==> config.mk <==
export PLATFORM = sky130hd
export DESIGN_NAME = alu_arbiter
export DESIGN_NICKNAME = d
export VERILOG_FILES = /design/src/rtl/riscv_pkg.sv /design/src/rtl/alu_arb_grant2.sv /design/src/rtl/alu_riscv.sv /design/src/rtl/alu_arbiter.sv
export SDC_FILE = /design/constraint.sdc
export NUM_CORES = 1
export LEC_CHECK = 0
export ABC_AREA = 1
export BUFFER_PORTS_ARGS = -buffer_cell sky130_fd_sc_hd__clkbuf_2
export CAP_MARGIN = 20
export CORE_ASPECT_RATIO = 2
export CORE_MARGIN = 1.5
export CORE_UTILIZATION = 61
export CTS_BUF_LIST = sky130_fd_sc_hd__clkbuf_4
export CTS_CLUSTER_SIZE = 40
export DETAILED_ROUTE_END_ITERATION = 10
export PLACE_DENSITY_LB_ADDON = 0.15
export SETUP_SLACK_MARGIN = 0.15
export SYNTH_ARGS = -nofsm -noshare
export SYNTH_HDL_FRONTEND = slang
export SYNTH_SLANG_ARGS = --single-unit
==> constraint.sdc <==
create_clock -name clk -period 4.7 [get_ports clk]
set_clock_uncertainty 0.2 [all_clocks]
set_input_delay 0.94 -clock clk [delete_from_list [all_inputs] [get_ports clk]]
set_output_delay 0.94 -clock clk [all_outputs]
set_load 0.02 [all_outputs]
==> src/rtl/riscv_pkg.sv <==
// Shared RISC-V definitions: datapath width default, ALU func3 codes,
// requester id width and the output-slot state encoding.
package riscv_pkg;

    localparam int XLEN_DEFAULT = 32;
    localparam int ID_W         = 1;

    localparam logic [2:0] F3_ADD  = 3'b000;
    localparam logic [2:0] F3_SLL  = 3'b001;
    localparam logic [2:0] F3_SLT  = 3'b010;
    localparam logic [2:0] F3_SLTU = 3'b011;
    localparam logic [2:0] F3_XOR  = 3'b100;
    localparam logic [2:0] F3_SR   = 3'b101;
    localparam logic [2:0] F3_OR   = 3'b110;
    localparam logic [2:0] F3_AND  = 3'b111;

    typedef enum logic {
        ST_EMPTY = 1'b0,
        ST_FULL  = 1'b1
    } slot_state_e;

endpackage

==> src/rtl/alu_arb_grant2.sv <==
// Two-way grant logic. With ALU_ARB_RR_EN defined it is round-robin with a
// last-winner pointer; otherwise requester 0 has fixed priority.
module alu_arb_grant2 (
`ifdef ALU_ARB_RR_EN
    input  logic clk,
    input  logic rst,
`endif
    input  logic valid0_i,
    input  logic valid1_i,
    input  logic en_i,
    output logic grant0_o,
    output logic grant1_o
);

`ifdef ALU_ARB_RR_EN
    logic last_q, last_d;

    // NOTE: sequential state is written with non-blocking assignments so
    // every register samples the pre-edge values of its inputs.
    always_ff @(posedge clk or posedge rst) begin
        if (rst) begin
            last_q <= 1'b1;
        end else begin
            last_q <= last_d;
        end
    end

    // A tie goes to the requester that did not win last time.
    always_comb begin
        grant0_o = en_i && valid0_i && (!valid1_i || last_q);
        grant1_o = en_i && valid1_i && (!valid0_i || !last_q);
        last_d   = last_q;
        if (grant0_o) begin
            last_d = 1'b0;
        end else if (grant1_o) begin
            last_d = 1'b1;
        end
    end
`else
    assign grant0_o = en_i && valid0_i;
    assign grant1_o = en_i && valid1_i && !valid0_i;
`endif

endmodule

==> src/rtl/alu_riscv.sv <==
// Combinational RV32I-style integer ALU: func3 selects the operation,
// opequal selects SUB over ADD and SRA over SRL.
module alu_riscv
    import riscv_pkg::*;
#(
    parameter int XLEN = XLEN_DEFAULT
) (
    input  logic [XLEN-1:0] in1_i,
    input  logic [XLEN-1:0] in2_i,
    input  logic [2:0]      func3_i,
    input  logic            opequal_i,
    output logic [XLEN-1:0] alu_o
);

    localparam int SHW = $clog2(XLEN);

    logic [SHW-1:0]         shamt;
    logic signed [XLEN-1:0] sra_res;

    assign shamt = in2_i[SHW-1:0];
    // Kept apart from the result mux: inside a ternary with unsigned operands
    // the shift would lose its signedness and become logical.
    assign sra_res = $signed(in1_i) >>> shamt;

    always_comb begin
        // NOTE: assign a default before the case so no path leaves the
        // output unassigned, which would infer a latch.
        alu_o = in1_i & in2_i;
        case (func3_i)
            F3_ADD:  alu_o = opequal_i ? (in1_i - in2_i) : (in1_i + in2_i);
            F3_SLL:  alu_o = in1_i << shamt;
            F3_SLT:  alu_o = {{(XLEN-1){1'b0}}, ($signed(in1_i) < $signed(in2_i))};
            F3_SLTU: alu_o = {{(XLEN-1){1'b0}}, (in1_i < in2_i)};
            F3_XOR:  alu_o = in1_i ^ in2_i;
            F3_SR:   alu_o = opequal_i ? $unsigned(sra_res) : (in1_i >> shamt);
            F3_OR:   alu_o = in1_i | in2_i;
            default: alu_o = in1_i & in2_i;
        endcase
    end

endmodule

==> src/rtl/alu_arbiter.sv <==
// Shares one alu_riscv between two valid/ready requesters and returns results
// through a single registered, id-tagged slot. Macro ALU_ARB_RR_EN selects
// round-robin arbitration; the default build is fixed priority to requester 0.
module alu_arbiter
    import riscv_pkg::*;
#(
    parameter int XLEN = XLEN_DEFAULT
) (
    input  logic            clk,
    input  logic            rst,
    input  logic            req0_valid,
    output logic            req0_ready,
    input  logic [XLEN-1:0] req0_in1,
    input  logic [XLEN-1:0] req0_in2,
    input  logic [2:0]      req0_func3,
    input  logic            req0_opequal,
    input  logic            req1_valid,
    output logic            req1_ready,
    input  logic [XLEN-1:0] req1_in1,
    input  logic [XLEN-1:0] req1_in2,
    input  logic [2:0]      req1_func3,
    input  logic            req1_opequal,
    output logic            rsp_valid,
    input  logic            rsp_ready,
    output logic            rsp_id,
    output logic [XLEN-1:0] rsp_data
);

    slot_state_e     state_q, state_d;
    logic [ID_W-1:0] rsp_id_q, rsp_id_d;
    logic [XLEN-1:0] rsp_data_q, rsp_data_d;

    logic            slot_free;
    logic            grant_en;
    logic            grant0, grant1, grant_any;
    logic [XLEN-1:0] alu_in1, alu_in2, alu_out;
    logic [2:0]      alu_func3;
    logic            alu_opequal;

    // The slot counts as free while it drains, so back-to-back grants need no bubble.
    assign slot_free = (state_q == ST_EMPTY) || rsp_ready;
    assign grant_en  = slot_free && !rst;
    assign grant_any = grant0 || grant1;

    alu_arb_grant2 u_grant (
`ifdef ALU_ARB_RR_EN
        .clk      (clk),
        .rst      (rst),
`endif
        .valid0_i (req0_valid),
        .valid1_i (req1_valid),
        .en_i     (grant_en),
        .grant0_o (grant0),
        .grant1_o (grant1)
    );

    assign alu_in1     = grant1 ? req1_in1     : req0_in1;
    assign alu_in2     = grant1 ? req1_in2     : req0_in2;
    assign alu_func3   = grant1 ? req1_func3   : req0_func3;
    assign alu_opequal = grant1 ? req1_opequal : req0_opequal;

    alu_riscv #(.XLEN(XLEN)) u_alu (
        .in1_i     (alu_in1),
        .in2_i     (alu_in2),
        .func3_i   (alu_func3),
        .opequal_i (alu_opequal),
        .alu_o     (alu_out)
    );

    always_ff @(posedge clk or posedge rst) begin
        if (rst) begin
            state_q    <= ST_EMPTY;
            rsp_id_q   <= '0;
            rsp_data_q <= '0;
        end else begin
            state_q    <= state_d;
            rsp_id_q   <= rsp_id_d;
            rsp_data_q <= rsp_data_d;
        end
    end

    always_comb begin
        state_d = state_q;
        case (state_q)
            ST_EMPTY: if (grant_any) state_d = ST_FULL;
            ST_FULL:  if (!grant_any && rsp_ready) state_d = ST_EMPTY;
            default:  state_d = ST_EMPTY;
        endcase
    end

    // Id and data hold their last values once drained.
    always_comb begin
        rsp_id_d   = rsp_id_q;
        rsp_data_d = rsp_data_q;
        if (grant_any) begin
            rsp_id_d   = grant1;
            rsp_data_d = alu_out;
        end
    end

    always_comb begin
        rsp_valid  = (state_q == ST_FULL);
        rsp_id     = rsp_id_q;
        rsp_data   = rsp_data_q;
        req0_ready = grant0;
        req1_ready = grant1;
    end

endmodule

==> impl_metrics.ini, run 1 <==
[yosys]
synth_edf_count = 0
synth_seq_cells = 34
synth_commonest_cells = nand2_1, nand3_1, inv_1
avgSynthCellArea_um2 = 5.20
yosysWarnings = 0
syn_nets = 2540
ys_seq_area_frac = 0.0714
synthFlopType = dfrtp_1
synth.most_common_cell = nand2_1
async_reset_ff_frac = 1.00
yosysTopAreaCellShare = 0.232
synth_area_mm2 = 0.0119
synth_cell_types = 48
synth_top_area_cell = nand2_1
synth_area_leaders = nand2_1, nand3_1, ha_1, inv_1, dfrtp_1
netlist_instances = 2294

[place]
dp_hpwl_um = 48600
place.gp.congestion = 1.32
numPortBuffers = 176

[cts]
cts_resized = 0
postCtsSetupRepairBufs = 0
postCtsHoldBufs = 0
cts.sinks = 34
clk_path_buf_depth = 2
cts-buffers-inserted = 5
clockRootBuffer = clkbuf_4
htreeDepth = 2

[global_routing]
grt_pass1_wl_um = 105000
grt_max_degree = 73
grt_pass1_vias = 18100
grt_usage = 0.668
grt-ovfl-total = 182

[floorplanning]
start_util = 0.618
die_h_um = 201
pin_count = 177
die_w_um = 102
rows = 72

[status]
outcome = did not finish
stop_error = [ERROR GRT-0116] Global routing finished with congestion. Check the congestion regions in the DRC Viewer.
failing_step = 5_1_grt
-- cell families after synthesis --
kind of cell | count (synthesis) | synth area share
buffers and inverters | 404 | 0.141
AND/OR/NAND/NOR | 1371 | 0.491
AO/OA/AOI/OAI | 378 | 0.184
flip-flops | 34 | 0.0714
adder cells (fa/ha/maj) | 105 | 0.111
XOR/XNOR | 2 | 0.00147
-- per-layer routing --
layer,overflow,GRT usage
met1,2,0.675
met2,108,0.882
met3,2,0.389
met4,70,0.727
met5,0,0.0256
-- stage by stage --
stage                      util  cells  worst slack (ns)  area (um^2)  hold slack, ns
after floorplan               -   2294             0.329        11900           0.391
after global placement    0.694   2719             0.103        13400           0.263
after detailed placement  0.694   2719            0.0308        13400           0.272
after CTS                 0.699   2727             0.409        13500           0.303
==> run 2: changes to the inputs <==
--- a/config.mk
+++ b/config.mk
@@ -8,14 +8,10 @@
 export ABC_AREA = 1
 export BUFFER_PORTS_ARGS = -buffer_cell sky130_fd_sc_hd__clkbuf_2
 export CAP_MARGIN = 20
-export CORE_ASPECT_RATIO = 2
 export CORE_MARGIN = 1.5
-export CORE_UTILIZATION = 61
-export CTS_BUF_LIST = sky130_fd_sc_hd__clkbuf_4
-export CTS_CLUSTER_SIZE = 40
+export CORE_UTILIZATION = 40
 export DETAILED_ROUTE_END_ITERATION = 10
 export PLACE_DENSITY_LB_ADDON = 0.15
-export SETUP_SLACK_MARGIN = 0.15
 export SYNTH_ARGS = -nofsm -noshare
 export SYNTH_HDL_FRONTEND = slang
 export SYNTH_SLANG_ARGS = --single-unit
==> impl_metrics.ini, run 2 <==
[timing]
drv_slew = 0
slew_headroom = 0.401
fin_crit_sh = 0.959
period_needed_ns = 4.51
hold_viol = 0
rsz0062_at_grt = no
fin_ws_ns = 0.192
tightest_slew_ns = 0.895
setup_viol = 0
fmax_ghz = 0.222

[global_routing]
grt-ovfl-total = 0
grt_max_degree = 73
antenna_found_initial = 0
grt_usage = 0.430
grt_pass1_vias = 16000
grt_pass1_wl_um = 98600

[layout]
final_cell_mix = nand2_1, nand3_1, inv_1
finalNetCount = 2827
layout-drive-gt1-share = 0.182
largest_reg_flops = 32
fin_area_mm2 = 0.0146
utilization = 0.496
area_delta_synth_final_pct = 22.6
diodes = 0
mostFrequentLayoutCell = nand2_1

[status]
outcome = completed

[floorplanning]
die_w_um = 176
core_mm2 = 0.0295
start_util = 0.404
die_h_um = 176
rows = 63
die_area_mm2 = 0.0309
pin_count = 177

[yosys]
synth_seq_cells = 34
netlist_instances = 2294
synth_area_mm2 = 0.0119
synth_cell_types = 48
yosysWarnings = 0
yosysTopAreaCellShare = 0.232
async_reset_ff_frac = 1.00
synth_top_area_cell = nand2_1
synthFlopType = dfrtp_1
synth_commonest_cells = nand2_1, nand3_1, inv_1
synth_edf_count = 0
synth_area_leaders = nand2_1, nand3_1, ha_1, inv_1, dfrtp_1
avgSynthCellArea_um2 = 5.20
ys_seq_area_frac = 0.0714
synth.most_common_cell = nand2_1
syn_nets = 2540

[route]
viasPerCell = 5.75
drt-wirelength-per-cell_um = 22.5
detail-route-antenna-nets = 0
drt-total-wl_um = 66800
drc_errors = 0
firstDrtPassIters = 8
drt-initial-drc-count = 2327
vias = 17100

[cts]
clockRootBuffer = clkbuf_16
htreeDepth = 2
cts_tree = built
clk_path_buf_depth = 2
cts-buffers-inserted = 5
clkLatencyLatePin_ns = 0.32
cts.clk_slew.worst_paths_ns = 0.07
cts.sinks = 34

[pwr]
p_total_mw = 3.48
power.static_leakage_nw = 8.33
ir_worst_vdd_mv = 0.135
p_per_area_mw_per_mm2 = 238

[worst_hold_path]
min_path_type = reg2reg

[setup_path]
worstSetupEndpointType = register
cp_top_family = simple AND/OR/NAND/NOR gates
path_buf_inv = 9
max_stage_delay_ns = 0.39
cp_max_fo = 37
crit_top_cell = nand2_1
required_ns = 4.69
crit_arrival_ns = 4.50
start_kind = primary input
worstSetupPathType = in2reg
slowest_stage = nor4_1

[place]
numPortBuffers = 176
placed_area_mm2 = 0.0145
place.gp.congestion = 1.10
dp_hpwl_um = 55300
place_worst_setup_slack_ns = -0.0144

[flow_run]
cap_violations = 0
## run 2: layout make-up
type / instances / area (um^2)
Inverter: 295 / 1110
Sequential cell: 34 / 851
Timing Repair Buffer: 389 / 2580
Clock inverter: 3 / 45.0
Fill cell: 3315 / 14900
Multi-Input combinational cell: 1856 / 9420
Tap cell: 390 / 488
Clock buffer: 5 / 125
## run 2: worst paths after layout
kind                                            endpoint  slack, ns  cells past startpoint                    start
worst max register to register  rsp_data[29]$_DFFE_PP0P_       0.50                     23      rsp_valid$_DFF_PP0_
max in group asynchronous       rsp_data[29]$_DFFE_PP0P_       3.17                      3                      rst
worst min-delay path             rsp_data[8]$_DFFE_PP0P_       0.28                      2  rsp_data[8]$_DFFE_PP0P_
min in group asynchronous            rsp_valid$_DFF_PP0_       0.63                      3                      rst
worst max-delay path            rsp_data[29]$_DFFE_PP0P_       0.19                     25                rsp_ready
worst min register to register   rsp_data[8]$_DFFE_PP0P_       0.28                      2  rsp_data[8]$_DFFE_PP0P_
## run 2: power by group
part / total [mW] / internal (mW) / switching (mW) / leakage (nW)
clock network: 0.446 / 0.252 / 0.194 / 0.0760
registers: 0.436 / 0.365 / 0.0716 / 0.433
logic: 2.60 / 0.865 / 1.73 / 7.82
total: 3.48 / 1.48 / 2.00 / 8.33
## run 2: kinds of logic (layout without fill, tap and decap cells)
logic type,Yosys count,after routing,synth area share
fa+ha+maj,105,105,0.111
flops,34,34,0.0714
xor+xnor,2,2,0.00147
simple gates,1371,1371,0.491
compound gates,378,378,0.184
buf+inv,404,692,0.141
## run 2: timing repair
item	in CTS	in global routing
gates resized for setup	0	1
setup buffers	0	0
endpoints found under the setup margin	0	1
hold buffers	0	0
## run 2: tightest hold or removal path, cell delays in order, from the launching register on
cell and delay, ns:
dfrtp_1 0.34, nand2_1 0.05, nand2_1 0.06
## run 2: stage by stage
stage | TNS, ns | hold WS, ns | cells
2_1_floorplan | 0 | 0.391 | 2294
5_1_grt | 0 | 0.316 | 2972
6_report | 0 | 0.283 | 2972
3_5_place_dp | -0.0144 | 0.264 | 2964
4_1_cts | 0 | 0.283 | 2972
3_3_place_gp | -0.0715 | 0.264 | 2964
## run 2: per-layer routing
layer  track usage  up-vias  share of wire
met4         0.289        0          0.079
met1         0.553     7769           0.40
met5             0        -              0
li1              -     8010              -
met2         0.649     1090           0.41
met3        0.0825      214           0.11
No activity file was read; power rests on OpenSTA's default activity.
==> run 3: changes to the inputs <==
--- a/config.mk
+++ b/config.mk
@@ -14,4 +14,5 @@
 export PLACE_DENSITY_LB_ADDON = 0.15
 export SYNTH_ARGS = -nofsm -noshare
 export SYNTH_HDL_FRONTEND = slang
+export SYNTH_HIERARCHICAL = 1
 export SYNTH_SLANG_ARGS = --single-unit
==> impl_metrics.ini, run 3 <==
[layout]
fin_area_mm2 = 0.0151
largest_reg_flops = 32
area_delta_synth_final_pct = 22.7
mostFrequentLayoutCell = nand2_1
final_cell_mix = nand2_1, inv_1, nand3_1
finalNetCount = 2991
layout-drive-gt1-share = 0.164

[route]
drt-initial-drc-count = 2253
firstDrtPassIters = 7
drt-wirelength-per-cell_um = 21.1
viasPerCell = 5.62
drc_errors = 0
detail-route-antenna-nets = 0
drt-total-wl_um = 66400
vias = 17700

[setup_path]
crit_top_cell = nand2_1
worstSetupEndpointType = register
max_stage_delay_ns = 0.42
slowest_stage = ha_1
worstSetupPathType = in2reg
start_kind = primary input
required_ns = 4.72
r2r_cells = 24
worstPathCellList = clkbuf_2, nor2_1, nor2_1, nand2_1, nor2_4, buf_12, buf_12, nand2_1, nand2_1, inv_1, ha_1, nor2_1, inv_1, nor2_1, nand2_1, nor2_1, nand2_1, nand3_1, nand2_1, nand3_1, nand3_1, a21oi_1, o21ai_0, nand2_1
reg2reg_slack_ns = 0.49
cp_max_fo = 28
crit_arrival_ns = 4.52
reg2reg_from = rsp_valid$_DFF_PP0_
r2r-end = rsp_data[24]$_DFFE_PP0P_

[global_routing]
grt_pass1_wl_um = 97500
grt-ovfl-total = 0
grt_max_degree = 69
antenna_found_initial = 2
grt_usage = 0.412
grt_pass1_vias = 16300

[cts]
clk_path_buf_depth = 2
cts-buffers-inserted = 5
cts_tree = built
cts.sinks = 34
clkLatencyLatePin_ns = 0.28
htreeDepth = 2
clockRootBuffer = clkbuf_16
cts.clk_slew.worst_paths_ns = 0.05

[pwr]
p_per_area_mw_per_mm2 = 229
ir_worst_vdd_mv = 0.268
power.static_leakage_nw = 8.86
p_total_mw = 3.46

[floorplanning]
die_h_um = 179
rows = 64
core_mm2 = 0.0304
die_w_um = 179
pin_count = 177
die_area_mm2 = 0.0319
start_util = 0.405

[timing]
rsz0062_at_grt = yes
hold_viol = 0
timing.hold.ws_ns = 0.281
drv_slew = 0
period_needed_ns = 4.50
fin_crit_sh = 0.958
slew_headroom = 0.491
tightest_slew_ns = 0.762
fmax_ghz = 0.222
setup_viol = 0

[yosys]
avgSynthCellArea_um2 = 5.01
synth_edf_count = 0
ys_seq_area_frac = 0.0690
yosysWarnings = 6
syn_nets = 2709
async_reset_ff_frac = 1.00
synthFlopType = dfrtp_1
yosysTopAreaCellShare = 0.306
synth.most_common_cell = nand2_1
synth_cell_types = 56
synth_area_leaders = nand2_1, nand3_1, ha_1, inv_1, dfrtp_1
netlist_instances = 2463
synth_commonest_cells = nand2_1, inv_1, nand3_1
synth_area_mm2 = 0.0123
synth_seq_cells = 34
synth_top_area_cell = nand2_1

[worst_hold_path]
hp-start = rsp_id$_DFFE_PP0P_
hold_depth = 2
min_path_type = reg2reg
whs_endpoint = rsp_id$_DFFE_PP0P_

[flow_run]
cap_violations = 0

[place]
placed_area_mm2 = 0.0149
numPortBuffers = 176
place.gp.congestion = 1.10
dp_hpwl_um = 55500

[status]
outcome = completed
run 3: cell count changes in the layout (fill, tap and decap cells not counted), sizes merged, moves of 3 or more:
cell / before / now
o211ai: 15 / 28
buf: 213 / 222
mux2i: 0 / 3
a21o: 8 / 1
or2: 10 / 14
o21ai: 183 / 141
nand4: 26 / 21
nand2: 744 / 1007
a21oi: 143 / 159
nand3: 388 / 262
nor3: 15 / 24
o21a: 1 / 11
run 3: through the flow:
stage / setup slack (ns) / utilization / TNS [ns] / cells
CTS: 0.0601 / 0.496 / 0 / 3140
global route: -0.0353 / 0.497 / -0.0940 / 3141
detailed placement: -0.215 / 0.490 / -1.25 / 3133
floorplan: 0.336 / - / 0 / 2463
finish: 0.200 / 0.497 / 0 / 3142
global placement: -0.239 / 0.490 / -0.964 / 3133
run 3: per-layer routing:
layer	part of all wire	track usage
met1	0.42	0.550
met2	0.42	0.620
met3	0.10	0.0827
met4	0.057	0.222
met5	0	0
run 3: logic make-up after synthesis:
| logic type | after synthesis | share of synthesized area |
|---|---|---|
| and+or+nand+nor | 1521 | 0.505 |
| buffers and inverters | 420 | 0.141 |
| AOI/OAI and AO/OA | 375 | 0.170 |
| adders and majority gates | 105 | 0.108 |
| DFF | 34 | 0.0690 |
| xor gates and xnor gates | 4 | 0.00284 |
| muxes | 4 | 0.00436 |
run 3: worst max path at each step:
| stage | start | to | depth (start not counted) |
|---|---|---|---|
| after floorplan | rsp_ready | rsp_data[27]$_DFFE_PP0P_ | 27 |
| after global placement | rsp_ready | rsp_data[29]$_DFFE_PP0P_ | 21 |
| after detailed placement | rsp_ready | rsp_data[29]$_DFFE_PP0P_ | 21 |
| after CTS | rsp_ready | rsp_data[29]$_DFFE_PP0P_ | 21 |
| after global routing | rsp_ready | rsp_data[25]$_DFFE_PP0P_ | 24 |
| final | rsp_ready | rsp_data[24]$_DFFE_PP0P_ | 24 |
run 3: cell type report:
class	instances	area [um^2]
fill	3404	15300
multi-input combinational	2009	9770
timing repair buffer	398	2730
inverter	297	1120
sequential	34	851
tap	396	495
clock buffer	6	139
clock inverter	1	30.0
antenna	1	2.50
run 3: power breakdown:
group          switching [mW]  internal [mW]
clock network           0.130          0.262
registers              0.0436          0.367
logic                    1.77          0.888
total                    1.95           1.52
run 3: timing repair:
| item | in CTS | in global routing |
|---|---|---|
| hold buffers | 0 | 0 |
| gates resized for setup | 0 | 9 |
| buffers inserted | 0 | 1 |
| setup endpoints to repair | 0 | 19 |
run 3: worst max-delay path: cells and delay by family:
family | cells | cell delay, ns
AO/OA/AOI/OAI | 2 | 0.40
adder cells (fa/ha/maj) | 1 | 0.42
buffers and inverters | 5 | 0.56
AND/OR/NAND/NOR | 16 | 2.18
